--- src/rtl/neuron_accumulator_if.sv ---
// Accumulate-stream interface: product/bias beats in, finished pre-activation out.
// The master side is the producer of beats and the consumer of results.
interface neuron_accumulator_if;
  logic               in_valid;
  logic               in_ready;
  logic signed [19:0] in_prod;
  logic signed [21:0] bias_in;
  logic               out_valid;
  logic               out_ready;
  logic signed [21:0] out_sum;
  logic signed [21:0] out_relu;
  logic               out_ovf;

  modport master (
    output in_valid, in_prod, bias_in, out_ready,
    input  in_ready, out_valid, out_sum, out_relu, out_ovf
  );

  modport slave (
    input  in_valid, in_prod, bias_in, out_ready,
    output in_ready, out_valid, out_sum, out_relu, out_ovf
  );
endinterface

--- src/rtl/neuron_accumulator.sv ---
// Folds N_TERMS signed products into a bias-seeded 22-bit wrapping sum and holds
// the result (raw, ReLU, sticky overflow) until the downstream stage takes it.
module neuron_accumulator #(
  parameter int N_TERMS = 784
) (
  input  logic clk,
  input  logic rst,
  neuron_accumulator_if.slave bus
);

  localparam int CNT_W = $clog2(N_TERMS + 1);

  typedef enum logic {
    ACC,
    OUT
  } state_t;

  state_t             state;
  state_t             state_next;
  logic [CNT_W-1:0]   cnt;
  logic signed [21:0] acc;
  logic               ovf;
  logic signed [21:0] sum_q;
  logic signed [21:0] relu_q;
  logic               ovf_q;

  logic               in_ready_c;
  logic               out_valid_c;
  logic               beat;
  logic               first;
  logic               last;
  logic               handshake;
  logic signed [21:0] prod_ext;
  logic signed [21:0] addend;
  logic signed [21:0] sum;
  logic               add_ovf;
  logic               frame_ovf;

  // The first beat of a frame adds to the bias instead of the running sum,
  // which is what discards the previous frame without an explicit clear.
  assign first     = (cnt == '0);
  assign last      = (cnt == CNT_W'(N_TERMS - 1));
  assign prod_ext  = {{2{bus.in_prod[19]}}, bus.in_prod};
  assign addend    = first ? bus.bias_in : acc;
  assign sum       = addend + prod_ext;
  assign add_ovf   = (addend[21] == prod_ext[21]) && (sum[21] != addend[21]);
  assign frame_ovf = first ? add_ovf : (ovf | add_ovf);

  assign beat      = bus.in_valid && in_ready_c;
  assign handshake = out_valid_c && bus.out_ready;

  always_ff @(posedge clk or posedge rst) begin
    if (rst) begin
      state <= ACC;
    end else begin
      state <= state_next;
    end
  end

  // NOTE: every signal written here gets a default first, so no path can leave
  // one unassigned and infer a latch.
  always_comb begin
    state_next  = state;
    in_ready_c  = 1'b0;
    out_valid_c = 1'b0;
    case (state)
      ACC: begin
        in_ready_c = 1'b1;
        if (beat && last) begin
          state_next = OUT;
        end
      end
      OUT: begin
        out_valid_c = 1'b1;
        if (bus.out_ready) begin
          state_next = ACC;
        end
      end
      default: state_next = ACC;
    endcase
  end

  // NOTE: sequential state uses non-blocking assignments so every register
  // samples the pre-edge values of the others, independent of statement order.
  always_ff @(posedge clk or posedge rst) begin
    if (rst) begin
      cnt <= '0;
      acc <= '0;
      ovf <= 1'b0;
    end else if (beat) begin
      cnt <= cnt + CNT_W'(1);
      acc <= sum;
      ovf <= frame_ovf;
    end else if (handshake) begin
      cnt <= '0;
    end
  end

  // Result registers stay put after the handshake; only the next frame's last
  // beat overwrites them.
  always_ff @(posedge clk or posedge rst) begin
    if (rst) begin
      sum_q  <= '0;
      relu_q <= '0;
      ovf_q  <= 1'b0;
    end else if (beat && last) begin
      sum_q  <= sum;
      relu_q <= sum[21] ? '0 : sum;
      ovf_q  <= frame_ovf;
    end
  end

  assign bus.in_ready  = in_ready_c;
  assign bus.out_valid = out_valid_c;
  assign bus.out_sum   = sum_q;
  assign bus.out_relu  = relu_q;
  assign bus.out_ovf   = ovf_q;

endmodule

--- src/flat_wrapper.sv ---
// flat-port wrapper written by rule: the top's interface ports become plain ports
module neuron_accumulator_flat 
#(
  parameter int N_TERMS = 784
)
  (clk, rst, bus_in_valid, bus_in_prod, bus_bias_in, bus_out_ready, bus_in_ready, bus_out_valid, bus_out_sum, bus_out_relu, bus_out_ovf);
  neuron_accumulator_if bus_i ();
  input  logic clk;
  input  logic rst;
  input wire logic [$bits(bus_i.in_valid)-1:0] bus_in_valid;
  input wire logic [$bits(bus_i.in_prod)-1:0] bus_in_prod;
  input wire logic [$bits(bus_i.bias_in)-1:0] bus_bias_in;
  input wire logic [$bits(bus_i.out_ready)-1:0] bus_out_ready;
  output wire logic [$bits(bus_i.in_ready)-1:0] bus_in_ready;
  output wire logic [$bits(bus_i.out_valid)-1:0] bus_out_valid;
  output wire logic [$bits(bus_i.out_sum)-1:0] bus_out_sum;
  output wire logic [$bits(bus_i.out_relu)-1:0] bus_out_relu;
  output wire logic [$bits(bus_i.out_ovf)-1:0] bus_out_ovf;
  assign bus_i.in_valid = bus_in_valid;
  assign bus_i.in_prod = bus_in_prod;
  assign bus_i.bias_in = bus_bias_in;
  assign bus_i.out_ready = bus_out_ready;
  assign bus_in_ready = bus_i.in_ready;
  assign bus_out_valid = bus_i.out_valid;
  assign bus_out_sum = bus_i.out_sum;
  assign bus_out_relu = bus_i.out_relu;
  assign bus_out_ovf = bus_i.out_ovf;
  neuron_accumulator #(.N_TERMS(N_TERMS)) u_core (.clk(clk), .rst(rst), .bus(bus_i));
endmodule
--- config.mk ---
export PLATFORM = sky130hd
export DESIGN_NAME = neuron_accumulator_flat
export DESIGN_NICKNAME = d
export VERILOG_FILES = /design/src/rtl/neuron_accumulator_if.sv /design/src/rtl/neuron_accumulator.sv /design/src/flat_wrapper.sv
export SDC_FILE = /design/constraint.sdc
export NUM_CORES = 1
export LEC_CHECK = 0
export CORE_UTILIZATION = 52
export CTS_CLUSTER_SIZE = 10
export DETAILED_ROUTE_END_ITERATION = 16
export PLACE_DENSITY_LB_ADDON = 0.25
export REMOVE_ABC_BUFFERS = 1
export SYNTH_ARGS = -nofsm -noshare
export SYNTH_HDL_FRONTEND = slang
export SYNTH_SLANG_ARGS = --single-unit
--- constraint.sdc ---
create_clock -name clk -period 4.8 [get_ports clk]
set_clock_uncertainty 0.05 [all_clocks]
set_input_delay 0.48 -clock clk [delete_from_list [all_inputs] [get_ports clk]]
set_output_delay 0.48 -clock clk [all_outputs]
set_load 0.1 [all_outputs]
After elaboration in Yosys (flattened, before gate mapping)
Index checks and enable logic that the tools add are counted.
- register bits after elaboration: 79
- bits of input ports: 46
- output and inout bits: 47
- logic and storage cells: 30
- add/subtract/negate cells: 2
- eq/ne operators: 3
- mux-type cells: 10
- bitwise gates (word level): 2
- reductions and logical operators: 6
- operator list (operator ; number):
    $add A22 B20 Y22 ; 1
    $mux W22 ; 1
    $mux W21 ; 1
    $mux W10 ; 2
    $add A10 B1 Y10 const B ; 1
    $eq A10 B10 Y1 const B ; 1
    $logic_not A10 Y1 ; 1
    $mux W1 ; 5
    $logic_and A1 B1 Y1 ; 4
    $pmux W1 S2 ; 1
    $reduce_bool A2 Y1 ; 1
    $eq A1 B1 Y1 ; 1
    $ne A1 B1 Y1 ; 1
    $not A1 Y1 ; 1
    $or A1 B1 Y1 ; 1

Depth between registers and ports, before layout
Gate-level depths: netlist of run 1.
- word-level depth: 7
- mapped depth: 16
- mapped depth without buffers: 14

Worst setup path before layout of run 1
Ideal clock, no wire load.
- kind: register to register
- from: register u_core.cnt[4]
- to: register u_core.sum_q[20], in the netlist u_core.bus.out_sum[20]
- arrival: 3683 ps
- data required time: 4613 ps
- slack: 931 ps
- stages on the path, launching flop included: 14
- path buffers: 1
- path through: dfrtp_1 > nor4_4 > and4bb_4 > clkbuf_1 > mux2_2 > ha_1 > fa_1 > a21o_1 > a221oi_1 > nor2_1 > a21oi_1 > o21ai_0 > xnor2_1 > o21ai_0
- word-level cells in the longest chain between the ends: 3
- elaborated cells on any way between the ends: 5
- classes of those cells: 1 x add/sub; 1 x eq/ne; 1 x mux; 2 x reduce/logical
- RTL lines (what ; line ; source):
    start, declared ; neuron_accumulator.sv:20 ; logic [CNT_W-1:0] cnt;
    start signal, assigned ; neuron_accumulator.sv:91 ; cnt <= cnt + CNT_W'(1);
    $logic_not A10 Y1 ; neuron_accumulator.sv:41 ; assign first = (cnt == '0);
    $mux W22 ; neuron_accumulator.sv:44 ; assign addend = first ? bus.bias_in : acc;
    $add A22 B20 Y22 ; neuron_accumulator.sv:45 ; assign sum = addend + prod_ext;
    end signal, assigned ; neuron_accumulator.sv:107 ; sum_q <= sum;
    end, declared ; neuron_accumulator.sv:23 ; logic signed [21:0] sum_q;
Several ways; a longest one is shown, not always the timed one.
A chain may end at the register's enable or synchronous reset.

Final worst setup path of run 1
- from: register u_core.cnt[4]
- to: register u_core.acc[20]
- word-level cells in the longest chain between the ends: 3
- RTL lines (what ; line ; source):
    $logic_not A10 Y1 ; neuron_accumulator.sv:41 ;
    $mux W22 ; neuron_accumulator.sv:44 ;
    $add A22 B20 Y22 ; neuron_accumulator.sv:45 ;
    end signal, assigned ; neuron_accumulator.sv:92 ; acc <= sum;
    end, declared ; neuron_accumulator.sv:21 ; logic signed [21:0] acc;
Every way passes these cells.

==> impl_metrics.csv, run 1 <==
group,metric,value,unit
power_and_ir_drop,ir_worst_vdd,0.237,mV
grt,grt_max_degree,48,
synthesis,yosys_most_used_dff,"dfrtp_1",
final_layout,fin_area,0.00561,sq mm
final_layout,fin_util,0.683,
critical_path,crit_arrival,4.54,ns
synthesis,synth_edf_count,0,
critical_path,slowest_delay,0.51,ns
routing,route.detailed.drc,0,
sta,fmax,0.229,GHz
clock_tree,cts_setup_buffers,0,
clock_tree,clock_sinks,78,
critical_path,critical_path.max_fanout,18,
sta,rsz0062_at_grt,"false",
routing,wl_met1,4820,microns
clock_tree,cts_tree,"yes",
place,placed_cell_area,0.00541,sq mm
grt,grt-ovfl-total,0,
synthesis,synth_seq_cells,78,
synthesis,yosysTopAreaCellShare,0.442,
final_layout,diodes,0,
final_layout,finalNetCount,620,
floorplanning,die_x,94.2,microns
final_layout,final_layout_size_suffix_gt1_frac,0.121,
synthesis,seq_area_frac_synth,0.442,
place,placedCellCount,644,
place,portBuffers,91,
critical_path,cp_slowest_cell,"and4bb_4",
critical_path,worstSetupEndpointType,"flop",
synthesis,postSynthAreaPerCell,9.53,sq um
routing,via_count,3647,
critical_path,required,4.96,ns
power_and_ir_drop,intPower,1.75,mW
power_and_ir_drop,switching_share,0.439,
floorplanning,die_h,94.2,microns
synthesis,ys_types,45,
floorplanning,start_util,0.538,
final_layout,register_area,0.00195,sq mm
outcome,status,"finished clean",
power_and_ir_drop,power_frac_clock,0.168,
power_and_ir_drop,switching_power,1.37,mW
place,dpl.hpwl,7570,microns
clock_tree,postCtsHoldBufs,0,
synthesis,synth_top_area_cell,"dfrtp_1",
sta,relSlewSlack,0.343,
worst_hold_path,hp-class,"reg -> reg",
synthesis,synth-async-reset-ratio,1.00,
clock_tree,cts_root_buf,"clkbuf_8",
sta,finalSetupViolCount,0,
power_and_ir_drop,comb_power_share,0.559,
clock_tree,cts_made_buffers,9,
job,maxCapViolations,0,
clock_tree,cts_resized,0,
clock_tree,clkLatencyLatePin,0.35,ns
power_and_ir_drop,p_total,3.11,mW
floorplanning,die_area,0.00887,sq mm
sta,drv_slew,0,
routing,antenna_left,0,
floorplanning,io_pins,93,
grt,grt_pass1_wl,17200,microns
synthesis,synthTopCellsByArea,"dfrtp_1 44%, nand2_1 9.3%, ha_1 6.5%",
routing,top_layer,"met4",
grt,first_global_vias,3661,
sta,finalCriticalPeriod,4.38,ns
sta,worst_pin_slew,0.982,ns
grt,grt.total_usage,0.251,
critical_path,path_buf_inv,0,
routing,drt_pass1_iterations,4,
grt,antenna_found_initial,0,
final_layout,areaGrowthSynthToFinish,27.0,%
final_layout,multi_input_area,0.00234,sq mm
critical_path,crit_family,"compound AO/OA/AOI/OAI gates",
power_and_ir_drop,leakage,2.48,nW
routing,met2WireLength,4870,microns
sta,timing.final.crit_share,0.912,
routing,drt_iter0_markers,148,
power_and_ir_drop,power.density,555,mW/mm^2
place,place.gp.congestion,0.938,
critical_path,path_cells,"nor4_4, and4bb_4, mux2_2, ha_1, fa_1, a21o_1, a221oi_1, nor2_1, a21oi_1, o21ai_0, xnor2_1, o21ai_0",
routing,routed_via_density,5.53,
power_and_ir_drop,power_frac_seq,0.273,
clock_tree,h-tree-depth,3,
clock_tree,clockBufferDepth,2,
synthesis,yosysWarnings,0,
final_layout,fillers,682,
sta,fin_tns_setup,0,ns
floorplanning,core_area,0.00822,sq mm
critical_path,cp-start-kind,"flop",
critical_path,critPathKind,"reg -> reg",
clock_tree,path_clk_slew,0.08,ns
routing,wl_met3,407,microns
final_layout,final_cells,659,
floorplanning,row_count,33,
routing,finalWirelength,10300,microns
critical_path,crit_top_cell,"o21ai_0",
sta,hold_viol_final,0,
synthesis,synth_area,0.00442,sq mm
synthesis,syn_inst,464,
routing,wire_per_inst,15.6,microns
## Yosys cell counts, drive strengths merged (2+ instances only)
library cell    n
o21a            6
mux2i           4
buf             3
o21bai          2
dfrtp          78
nor4            2
inv             7
o31ai          16
and3            7
xor2            9
mux2           23
nand4           5
o221a           2
nor2           11
and2            2
nand3          13
a21boi          3
a21o            4
ha             23
nor2b           4
xnor2          12
clkbuf         20
and4            3
o211ai          4
a21oi          22
nand2         110
o21ai          56
## cell type report
type	instances	share of cell area
inverter	7	0.00490
clock buffer	10	0.0227
tap	105	0.0234
clock inverter	5	0.0134
timing repair buffer	98	0.172
sequential	78	0.348
multi-input combinational	356	0.416
## worst min-delay path: stages, from the launching register on
cell	delay, ns
dfrtp_1	0.34
nand2_1	0.04
o21ai_0	0.06
## per-stage QoR
stage | setup slack (ns) | hold slack (ns)
floorplan | 0.149 | 0.392
global placement | 0.530 | 0.403
detailed placement | 0.455 | 0.417
CTS | 0.397 | 0.436
global route | 0.0673 | 0.454
finish | 0.425 | 0.430
## registers in the layout, summed over array words and instances (netlist names)
| signal | count |
|---|---|
| u_core.bus.out_ovf | 1 |
| u_core.bus.out_sum | 22 |
| u_core.acc | 22 |
| u_core.bus.out_relu | 21 |
| u_core.ovf | 1 |
| u_core.state | 1 |
| u_core.cnt | 10 |
## kinds of logic after synthesis
logic type	Yosys count	share of synthesized area
and+or+nand+nor	161	0.163
xor gates and xnor gates	21	0.0450
muxes	27	0.0676
other	1	0.000848
AOI/OAI and AO/OA	122	0.183
adders and majority gates	24	0.0696
buffers and inverters	30	0.0297
DFF	78	0.442
## routing by layer
layer / vias up / track usage
met3: 18 / 0.0307
met1: 1742 / 0.341
met5: - / 0
met4: 0 / 0.0987
met2: 83 / 0.406
li1: 1804 / -
## power groups by stage
stage	Clock [mW]	Combinational [mW]	Sequential, mW
3_5_place_dp	0	1.72	0.859
2_1_floorplan	0	1.30	0.838
6_report	0.522	1.74	0.850
4_1_cts	0.529	1.74	0.847
5_1_grt	0.551	1.93	0.864
3_3_place_gp	0	1.69	0.854
## cell usage in the layout (no fill, tap or decap), types with 3 or more instances in the layout
cell type        netlist  layout
xor2_1                 9       9
ha_1                  23      23
nor2_1                11      11
nand2_1              110     110
a21o_1                 4       4
nand4_1                5       5
clkdlybuf4s50_1        0      91
clkbuf_8               0       9
o21a_1                 6       6
xnor2_1               10      10
and3_1                 7       7
and4_1                 3       3
o31ai_2               14      14
nor2b_1                4       4
o21ai_0               56      56
a21boi_0               3       3
nand3_1               13      13
a21oi_1               21      21
mux2i_1                4       4
dfrtp_1               78      78
mux2_2                23      23
inv_1                  7       6
clkinv_2               0       4
o211ai_1               4       4
buf_4                  1       7
## path summary, 6_finish.rpt
check                                      startpoint                endpoint  slack [ns]  cells past startpoint
worst min register to register  u_core.bus.out_sum[9]   u_core.bus.out_sum[9]        0.43                      2
worst max-delay path                    u_core.cnt[4]          u_core.acc[20]        0.42                     12
min in group asynchronous                         rst            u_core.state        0.46                      2
max in group asynchronous                         rst  u_core.bus.out_sum[11]        3.26                      3
worst max register to register          u_core.cnt[4]          u_core.acc[20]        0.42                     12
worst min-delay path            u_core.bus.out_sum[9]   u_core.bus.out_sum[9]        0.43                      2
Power figures use the tool's default switching activity.
==> run 2, diff against run 1 <==
--- a/config.mk
+++ b/config.mk
@@ -10,6 +10,7 @@
 export DETAILED_ROUTE_END_ITERATION = 16
 export PLACE_DENSITY_LB_ADDON = 0.25
 export REMOVE_ABC_BUFFERS = 1
+export SLEW_MARGIN = 25
 export SYNTH_ARGS = -nofsm -noshare
 export SYNTH_HDL_FRONTEND = slang
 export SYNTH_SLANG_ARGS = --single-unit
==> results of run 2 <==
Same layout as run 1: the final DEF is identical, and so are final timing and power.
